===== src/rtl/sram_controller.sv =====
// Runs one 32-bit load/store as two 16-bit accesses on an async SRAM; latency 3+WAIT_CYCLES cycles per request.
// Backpressure: ready is low from request until the DONE cycle; request inputs must stay stable meanwhile.
module sram_controller #(
  parameter int unsigned WAIT_CYCLES = 2,
  parameter logic [31:0] BASE_ADDR   = 32'd1024
) (
  input  logic        clk,
  input  logic        rst,
  input  logic        rd_en,
  input  logic        wr_en,
  input  logic [31:0] address,
  input  logic [31:0] write_data,
  output logic [31:0] read_data,
  output logic        ready,
  output logic [17:0] sram_addr,
  output logic [15:0] sram_dq_out,
  output logic        sram_dq_drive,
  input  logic [15:0] sram_dq_in,
  output logic        sram_we_n
);

  typedef enum logic [2:0] {IDLE, LOW, HIGH, WAIT, DONE} state_t;

  state_t      state;
  logic        op;
  logic [3:0]  cnt;
  logic [15:0] lo_reg;
  logic [15:0] hi_reg;
  logic [16:0] word;

  // Byte offset from the SRAM base, divided down to a 32-bit word index; wraps silently.
  assign word  = 17'((address - BASE_ADDR) >> 2);
  assign ready = (state == IDLE && !(rd_en | wr_en)) || state == DONE;

  // Bus outputs are registered one state ahead so they are stable for the whole access cycle.
  always_ff @(posedge clk or posedge rst) begin
    if (rst) begin
      state         <= IDLE;
      op            <= 1'b0;
      cnt           <= 4'd0;
      lo_reg        <= 16'd0;
      hi_reg        <= 16'd0;
      read_data     <= 32'd0;
      sram_addr     <= 18'd0;
      sram_dq_out   <= 16'd0;
      sram_dq_drive <= 1'b0;
      sram_we_n     <= 1'b1;
    end else begin
      case (state)
        IDLE: begin
          if (rd_en | wr_en) begin
            op            <= wr_en;
            sram_addr     <= {word, 1'b0};
            sram_dq_out   <= write_data[15:0];
            sram_dq_drive <= wr_en;
            sram_we_n     <= ~wr_en;
            state         <= LOW;
          end
        end
        LOW: begin
          if (!op) lo_reg <= sram_dq_in;
          sram_addr   <= {word, 1'b1};
          sram_dq_out <= write_data[31:16];
          state       <= HIGH;
        end
        HIGH: begin
          if (!op) begin
            hi_reg <= sram_dq_in;
            if (WAIT_CYCLES == 0) read_data <= {sram_dq_in, lo_reg};
          end
          sram_dq_drive <= 1'b0;
          sram_we_n     <= 1'b1;
          cnt           <= 4'd0;
          state         <= (WAIT_CYCLES == 0) ? DONE : WAIT;
        end
        WAIT: begin
          cnt <= cnt + 4'd1;
          if (cnt == 4'(WAIT_CYCLES - 1)) begin
            if (!op) read_data <= {hi_reg, lo_reg};
            state <= DONE;
          end
        end
        DONE: begin
          cnt   <= 4'd0;
          state <= IDLE;
        end
        default: state <= IDLE;
      endcase
    end
  end

endmodule


===== config.mk =====
export PLATFORM = sky130hd
export DESIGN_NAME = sram_controller
export DESIGN_NICKNAME = d
export VERILOG_FILES = /design/src/rtl/sram_controller.sv
export SDC_FILE = /design/constraint.sdc
export NUM_CORES = 1
export LEC_CHECK = 0
export CAP_MARGIN = 5
export CORE_ASPECT_RATIO = 0.7
export CORE_MARGIN = 10
export CORE_UTILIZATION = 46
export DETAILED_ROUTE_END_ITERATION = 12
export PLACE_DENSITY = 0.79
export SYNTH_ARGS = -nofsm -noshare
export SYNTH_HDL_FRONTEND = slang
export SYNTH_SLANG_ARGS = --single-unit
export TNS_END_PERCENT = 50

===== constraint.sdc =====
create_clock -name clk -period 3.7 [get_ports clk]
set_input_delay 0.37 -clock clk [delete_from_list [all_inputs] [get_ports clk]]
set_output_delay 0.37 -clock clk [all_outputs]
set_load 0.02 [all_outputs]

# == Word level (Yosys, flattened, before mapping) ==
# Index checks and enable logic that the tools add are counted.
# totals
ff_bits,108
inputBits,84
out_inout_bits,69
# classes
addsub,2
eq_ne,7
mux,12
n_bitwise,3
reduce_logical,15
# op_table
operator,n
$pmux 18 s2,1
$pmux 16 s2,1
$sub 19x11->19 const B,1
$mux 18,1
$mux 16,1
$pmux 3 s4,1
$reduce_and 2->1,6
$pmux 4 s2,1
$eq 3x2->1 const B,2
$mux 3,2
$reduce_bool 2->1,3
$add 4x1->4 const B,1
$eq 4x1->1 const B,1
$pmux 1 s2,2
$eq 3x1->1 const B,1
$eq 3x3->1 const B,1
$logic_not 3->1,1
$reduce_and 3->1,1
$mux 1,2
$ne 2x1->1 const B,1
$ne 2x2->1 const B,1
$not 1->1,2
$reduce_or 2->1,1
$logic_and 1x1->1,1
3 further kinds,3

# == Longest topological paths before layout ==
# Gate-level depths: netlist of run 1.
# logic_depth
ltp_word,4
depth_mapped,7

# == Worst setup path before layout of run 1 ==
# OpenSTA, ideal clock, no wires.
# synth_path
path_type,register to register
startpoint,register cnt[1]
endpoint,register read_data[10]
arrival_ns,1.568
slack_ns,2.007
stages_incl_launch_ff,7
period_less_slack_ns,1.693
cell_sequence,dfrtp_1 -> inv_1 -> ha_1 -> nand3b_1 -> nor3b_4 -> buf_6 -> mux2_2
# synth_via
elab_chain_len,2
# synth_rtl
item,line_no,text
start: declaration,26,logic [3:0] cnt;
start signal: assignment,77,cnt <= cnt + 4'd1;
$eq 4x1->1,78,if (cnt == 4'(WAIT_CYCLES - 1)) begin
$reduce_and 3->1 (no line),n/a,
end signal: assignment,69,"if (WAIT_CYCLES == 0) read_data <= {sram_dq_in, lo_reg};"
end signal: assignment,79,"if (!op) read_data <= {hi_reg, lo_reg};"
end: declaration,13,"output logic [31:0] read_data,"
# Every way passes these cells.
# A chain may end at the register's enable or synchronous reset.

# == Final worst setup path of run 1 ==
# layout_path
startpoint,register state[2]
endpoint,output port ready
# layout_via
elab_chain_len,3
word_cells_on_any_way,4
cone_classes,1 x eq/ne; 3 x reduce/logical
# layout_rtl
item,line_no,text
start: declaration,24,state_t state;
start signal: assignment,74,state <= (WAIT_CYCLES == 0) ? DONE : WAIT;
$logic_not 3->1,33,assign ready = (state == IDLE && !(rd_en | wr_en)) || state == DONE;
$logic_and 1x1->1,33,
$logic_or 1x1->1 *,33,
end: declaration,14,"output logic ready,"
# Every way passes the cells marked *; elsewhere a longest branch is shown, timed or not.

==> results of run 1 <==
-- final cells by class --
cell class	count	area [µm²]	share of cell area (%)
inverter	5	21.27	0.3305
multi-input combinational	206	1788	27.78
clock buffer	11	252.7	3.927
timing repair buffer	142	1421	22.08
sequential	108	2704	42.01
clock inverter	5	88.84	1.380
tap	128	160.2	2.488
-- layout by cell type, fill, tap and decap left out, drive strengths merged, types with 2 or more instances in the layout --
master / instances
clkdlybuf4s50: 137
dfrtp: 107
mux2: 72
o21ai: 46
mux2i: 17
clkbuf: 11
nor2: 8
a21oi: 7
inv: 7
buf: 5
a31oi: 4
nor3: 4
nand2: 4
a22o: 3
ha: 3
nor3b: 3
or4: 3
xnor2: 2
nand2b: 2
a2bb2oi: 2
or3: 2
or2: 2
o31ai: 2
bufinv: 2
or3b: 2
-- worst paths after layout --
check	start	to
setup / recovery	state[2]	ready
hold / removal	rst	sram_dq_out[14]
min in group clk	read_data[1]	read_data[1]
hold reg to reg	read_data[1]	read_data[1]
setup reg to reg	state[0]	sram_addr[7]
max in group asynchronous	rst	sram_we_n
-- worst max-delay path, cell delays in order, from the launching register on --
cell                              delay, ns
sky130_fd_sc_hd__dfrtp_1               0.78
sky130_fd_sc_hd__o21a_1                0.23
sky130_fd_sc_hd__clkdlybuf4s50_1       0.64
-- report_power, final --
group	internal (W)	leakage (nW)	switching, W	total [W]
clock	0.000639	0.168	0.000430	0.00107
combinational	0.00140	1.19	0.00125	0.00265
sequential	0.00178	1.30	0.000415	0.00220
-- through the flow --
| stage | hold WS [ns] | cell area (µm²) | setup slack, ns |
|---|---|---|---|
| after floorplan | 0.4602 | 4671 | 0.4861 |
| after global placement | 0.4664 | 6095 | 1.159 |
| after detailed placement | 0.4740 | 6095 | 1.091 |
| after CTS | 0.3967 | 6436 | 1.329 |
| after global routing | 0.4307 | 6436 | 1.160 |
| final | 0.3896 | 6436 | 1.341 |
-- kinds of logic after synthesis --
group / Yosys count
flip-flops: 108
multiplexers: 89
AO/OA/AOI/OAI: 74
AND/OR/NAND/NOR: 38
buffers and inverters: 26
adder cells (fa/ha/maj): 3
XOR/XNOR: 2
-- routing by layer --
layer	wire, µm	vias to the layer above
li1	-	1495
met1	4999	1584
met2	4943	112
met3	1363	7
met4	106	0
met5	0	-
==> summary.txt, run 1 <==
STA
  – Worst slew margin relative to its limit: 30.33%
  – Max Clock Skew: 0.007083 ns
  – Worst Max-Slew Pin Slew: 1.039 ns
  – Final slew viol count: 0
  – Max Clk Rate: 423.8 MHz
  – # setup viols final: 0
  – Fin crit share: 63.77%
  – Min Tclk post-route: 2.359 ns
  – Number of hold violations in the final report: 0
  – RSZ-0062 raised after global routing: false
  – Total negative slack: 0 ns

Synth
  – Unique masters post-synth: 54
  – Count of flip-flops with a built-in enable after synthesis: 0
  – Top-area cell type share of the netlist area: 57.33%
  – Async set or reset register ratio after synthesis: 100.0%
  – Count of mapped cells out of synthesis: 340
  – Number of flip-flops and latches in the synthesized netlist: 108
  – Seq/Total Area, Yosys: 57.89%
  – Dominant cell by count in the synthesized netlist: sky130_fd_sc_hd__dfrtp_1
  – Leading cell types by total area after synthesis: sky130_fd_sc_hd__dfrtp_1 57%, sky130_fd_sc_hd__mux2_2 10%, sky130_fd_sc_hd__o21ai_0 4.9%
  – Avg Inst Size Synth: 13.74 µm²
  – Fraction of the mapped netlist area in compound gates: 9.269%
  – Cell area after synthesis: roughly 0.0047 mm²
  – Synth area leader: sky130_fd_sc_hd__dfrtp_1
  – Post-Synth Simple-Gate Area: 5.920%
  – Post-Synthesis Net Count: 427
  – Share of synthesized cell area in full adder, half adder and majority cells: less than 1%
  – Warnings from Yosys: 0
  – Largest family of logic cells by synthesized area: multiplexers
  – Multiplexer share of the synthesized area: 21.81%
  – Top_reg_cell synth: sky130_fd_sc_hd__dfrtp_1
  – Synth cell count leaders: 107 x sky130_fd_sc_hd__dfrtp_1, 46 x sky130_fd_sc_hd__o21ai_0, 42 x sky130_fd_sc_hd__mux2_2
  – Synth Area in XOR/XNOR: 0.3750%

CTS
  – Clock-pin transition on the worst setup and hold timing paths: 0.07 ns
  – Total of hold buffers inserted after clock tree synthesis: 0
  – Maximum level of the CTS H-tree: 3
  – Clock sink count: 108
  – Worst-Skew Late Latency: approximately 0.34 ns
  – Root Buffer Master: sky130_fd_sc_hd__clkbuf_16
  – Post-CTS repair timing setup buffer count: 0
  – TritonCTS clock tree: done
  – Number of buffers added by the clock tree synthesis step: 9
  – Max Buffers Root-to-Sink: 2
  – Count of cells resized by post-cts repair: 0

Finish
  – Largest register FFs: 32
  – Register name with the most flops: read_data
  – Fraction of layout instances using a drive strength above 1: 18.45%
  – Filler-free cell count of the finished design: 605
  – Number of antenna cells inserted: 0
  – Number of fillers in the final layout: 725
  – Registers with the highest flip-flop counts: read_data: 32 flops, sram_addr: 18 flops
  – Share of the core filled with cells in the final layout: 65.70%
  – Area added between synthesis and finish: 37.80%
  – Total Nets Final: 559

Power
  – PwrDens: 918.9 mW/mm²
  – Power Total: 0.005914 W
  – Worst VDD drop: 0.0004773 V
  – Leakage dissipation: 2.650 nW

Detailed routing
  – Routed length per instance: 18.86 µm
  – Overall routed net length: 11,410 µm
  – Routed Antenna Nets: 0
  – Number of detailed-routing iterations run before antenna repair: 4
  – Number of vias per cell: 5.286
  – DRT iter0 DRCs: 184
  – Number of DRC violations after detailed routing: 0
  – Total via count in the routed design: 3,198

Run
  – Max cap viols: 0

Global routing
  – GR met1 Demand/Resource: 18.83%
  – M2 GR Usage: about 22%
  – Residual overflow from global routing: 0
  – Most heavily used metal layer in global routing: met2
  – Pin count of the biggest net entering global routing: 75
  – Number of antenna violations at the first check in global routing: 0
  – Via count of the first global-routing pass: about 3,500
  – Overall routing resource usage: about 16%
  – Met3 capacity usage during global routing: 9.443%
  – Wire length of the first global-routing pass: 18,530 µm

Setup path
  – R2r setup slk: ~1.4 ns
  – Peak fanout along the critical path: 17
  – Worst EP arrival: 1.99 ns
  – Worst Setup Start Kind: flop
  – Category of the most critical setup path: reg -> out
  – Worst Reg-to-Reg Cells: 3
  – Type of destination of the critical path: output port
  – Data required time at the worst endpoint: 3.33 ns

Placement
  – # placed instances: 589
  – Buffers added on ports: roughly 140
  – Routability congestion estimate: 0.8435
  – Final HPWL DP: 8240 µm

Die
  – Die Area: 0.01465 mm²
  – Die Height: 104.3 µm
  – Area of the core: 0.009797 mm²
  – Row Count: 30
  – Total I/O pin count: 153
  – Die outline width: approximately 140 µm
  – Starting density of the core: 47.68%

Worst hold path
  – Worst min-delay path category: in -> async

Outcome
  – Outcome: finished, final reports clean
Power figures use the tool's default switching activity.
==> run 2, diff against run 1 <==
Clock period 3.7 ns to 2.2 ns, I/O delays scaled along.
==> summary.txt, run 2 (synthesized netlist as in run 1, its figures left out) <==
Detailed routing
  – Number of detailed-routing iterations run before antenna repair: 4
  – Routed Antenna Nets: 0
  – Routed length per instance: 18.20 µm
  – Total via count in the routed design: 3,242
  – Overall routed net length: 11,160 µm
  – Number of vias per cell: 5.289
  – Number of DRC violations after detailed routing: 0
  – DRT iter0 DRCs: 170

Setup path
  – Type of destination of the critical path: output port
  – Worst Setup Start Kind: flop
  – Category of cells accounting for the largest share of critical-path delay: buffers and inverters
  – Worst Reg-to-Reg Cells: 4
  – Origin of the critical flop-to-flop path: state[2]
  – Crit path largest cell delay: ~0.63 ns
  – Peak fanout along the critical path: 11
  – Endpoint of the worst register-to-register path: sram_dq_out[13]
  – Cell-by-cell trace of the critical path: nor2_1 > o21a_1 > clkdlybuf4s50_1
  – Slowest library cell on the worst path: sky130_fd_sc_hd__clkdlybuf4s50_1
  – Data required time at the worst endpoint: 1.98 ns
  – Worst Setup SP: state[0]
  – Worst path buffer plus inverter count: 1
  – R2r setup slk: ~0.36 ns
  – Cell count along the critical path: 3
  – Worst EP arrival: 1.82 ns
  – Category of the most critical setup path: reg -> out

CTS
  – TritonCTS clock tree: done
  – Clock sink count: 108
  – Max Buffers Root-to-Sink: 2
  – Total of hold buffers inserted after clock tree synthesis: 0
  – Root Buffer Master: sky130_fd_sc_hd__clkbuf_16
  – Worst-Skew Late Latency: 0.34 ns
  – Maximum level of the CTS H-tree: 3
  – Number of buffers added by the clock tree synthesis step: 9
  – Clock-pin transition on the worst setup and hold timing paths: 0.07 ns

Placement
  – Worst Setup Slack post-DPL: 0.1268 ns
  – Final HPWL DP: 8311 µm
  – Buffers added on ports: 137
  – Routability congestion estimate: a little over 0.8

Power
  – PwrDens: 1507 mW/mm²
  – Worst VDD drop: 0.0006433 V
  – Leakage dissipation: 2.663 nW

STA
  – # setup viols final: 0
  – Worst Max-Slew Pin Slew: 0.5822 ns
  – Final slew viol count: 0
  – Number of hold violations in the final report: 0
  – Fin crit share: 92.68%
  – RSZ-0062 raised after global routing: false
  – Total negative slack: 0 ns
  – Worst slew margin relative to its limit: 61.10%
  – Max Clock Skew: 0.01056 ns
  – Min Tclk post-route: 2.039 ns
  – Final worst setup slack: 0.1610 ns
  – Max Clk Rate: between 400 and 500 MHz

Global routing
  – Wire length of the first global-routing pass: 18,510 µm
  – Residual overflow from global routing: 0
  – Via count of the first global-routing pass: 3,486
  – Pin count of the biggest net entering global routing: 50
  – Overall routing resource usage: 15.32%
  – Number of antenna violations at the first check in global routing: 0

Run
  – Max cap viols: 0

Finish
  – Share of the core filled with cells in the final layout: 66.26%
  – Area added between synthesis and finish: 38.98%
  – Largest register FFs: 32
  – Most frequent standard cell in the layout excluding fill and tap cells: sky130_fd_sc_hd__clkdlybuf4s50_1
  – Top library cells by usage in the layout, fill and taps aside: 137 x sky130_fd_sc_hd__clkdlybuf4s50_1, 106 x sky130_fd_sc_hd__dfrtp_1, 46 x sky130_fd_sc_hd__o21ai_0
  – Register name with the most flops: read_data
  – Total Nets Final: 567
  – Registers with the highest flip-flop counts: read_data: 32 flops, sram_addr: 18 flops
  – Number of fillers in the final layout: 703
  – Fraction of layout instances using a drive strength above 1: 19.79%
  – Number of antenna cells inserted: 0

Outcome
  – Outcome: finished, final reports clean

Die
  – Die outline width: approximately 140 µm
  – Row Count: 30
  – Area of the core: a little under 0.01 mm²
  – Starting density of the core: between 40 and 50%
  – Die Area: about 0.015 mm²
  – Total I/O pin count: 153
  – Die Height: 104.3 µm

Worst hold path
  – Worst min-delay path category: in -> async
## run 2: routing by layer
layer,part of all wire [%],up-vias,GRT usage [%]
li1,-,1518,-
met1,42,1593,18.41
met2,43,121,21.88
met3,14,10,10.13
met4,0.97,0,4.191
met5,0,-,0
## run 2: cell type report
type | count | area (µm²) | area share [%]
multi-input combinational | 206 | 1788 | 27.54
timing repair buffer | 150 | 1531 | 23.59
clock buffer | 10 | 229.0 | 3.527
sequential | 108 | 2705 | 41.67
clock inverter | 6 | 55.05 | 0.8481
tap | 128 | 160.2 | 2.467
inverter | 5 | 22.52 | 0.3470
## run 2: report_power, final
part	leakage (nW)	switching, W	internal (W)
combinational	1.23	0.00216	0.00246
sequential	1.30	0.000631	0.00300
clock	0.133	0.000744	0.000791
## run 2: worst register-to-register path: stages (launching register included)
cell and delay (ns):
sky130_fd_sc_hd__dfrtp_1 0.55, sky130_fd_sc_hd__buf_4 0.25, sky130_fd_sc_hd__nor2_2 0.35, sky130_fd_sc_hd__nand2_2 0.30, sky130_fd_sc_hd__o21ai_0 0.29
## run 2: how the worst max path moves through the flow
stage / end / slack, ns
after global routing: ready / 0.06
after detailed placement: sram_addr[15] / 0.13
after global placement: sram_addr[15] / 0.21
after floorplan: read_data[10] / 0.51
after CTS: ready / 0.1
final: ready / 0.16
## run 2: timing repair
action	4_1_cts	5_1_grt
setup endpoints to repair	0	1
setup buffers	0	0
resized for setup	0	1
## run 2: stage by stage
stage	instances	total power, W	hold WS (ns)	instance area, µm²
final	613	0.009780	0.2885	6491
after global placement	597	0.008169	0.4657	6206
after floorplan	340	0.006365	0.3295	4674
after CTS	613	0.009921	0.2986	6490
after detailed placement	597	0.008343	0.4762	6206
after global routing	613	0.01042	0.3352	6491
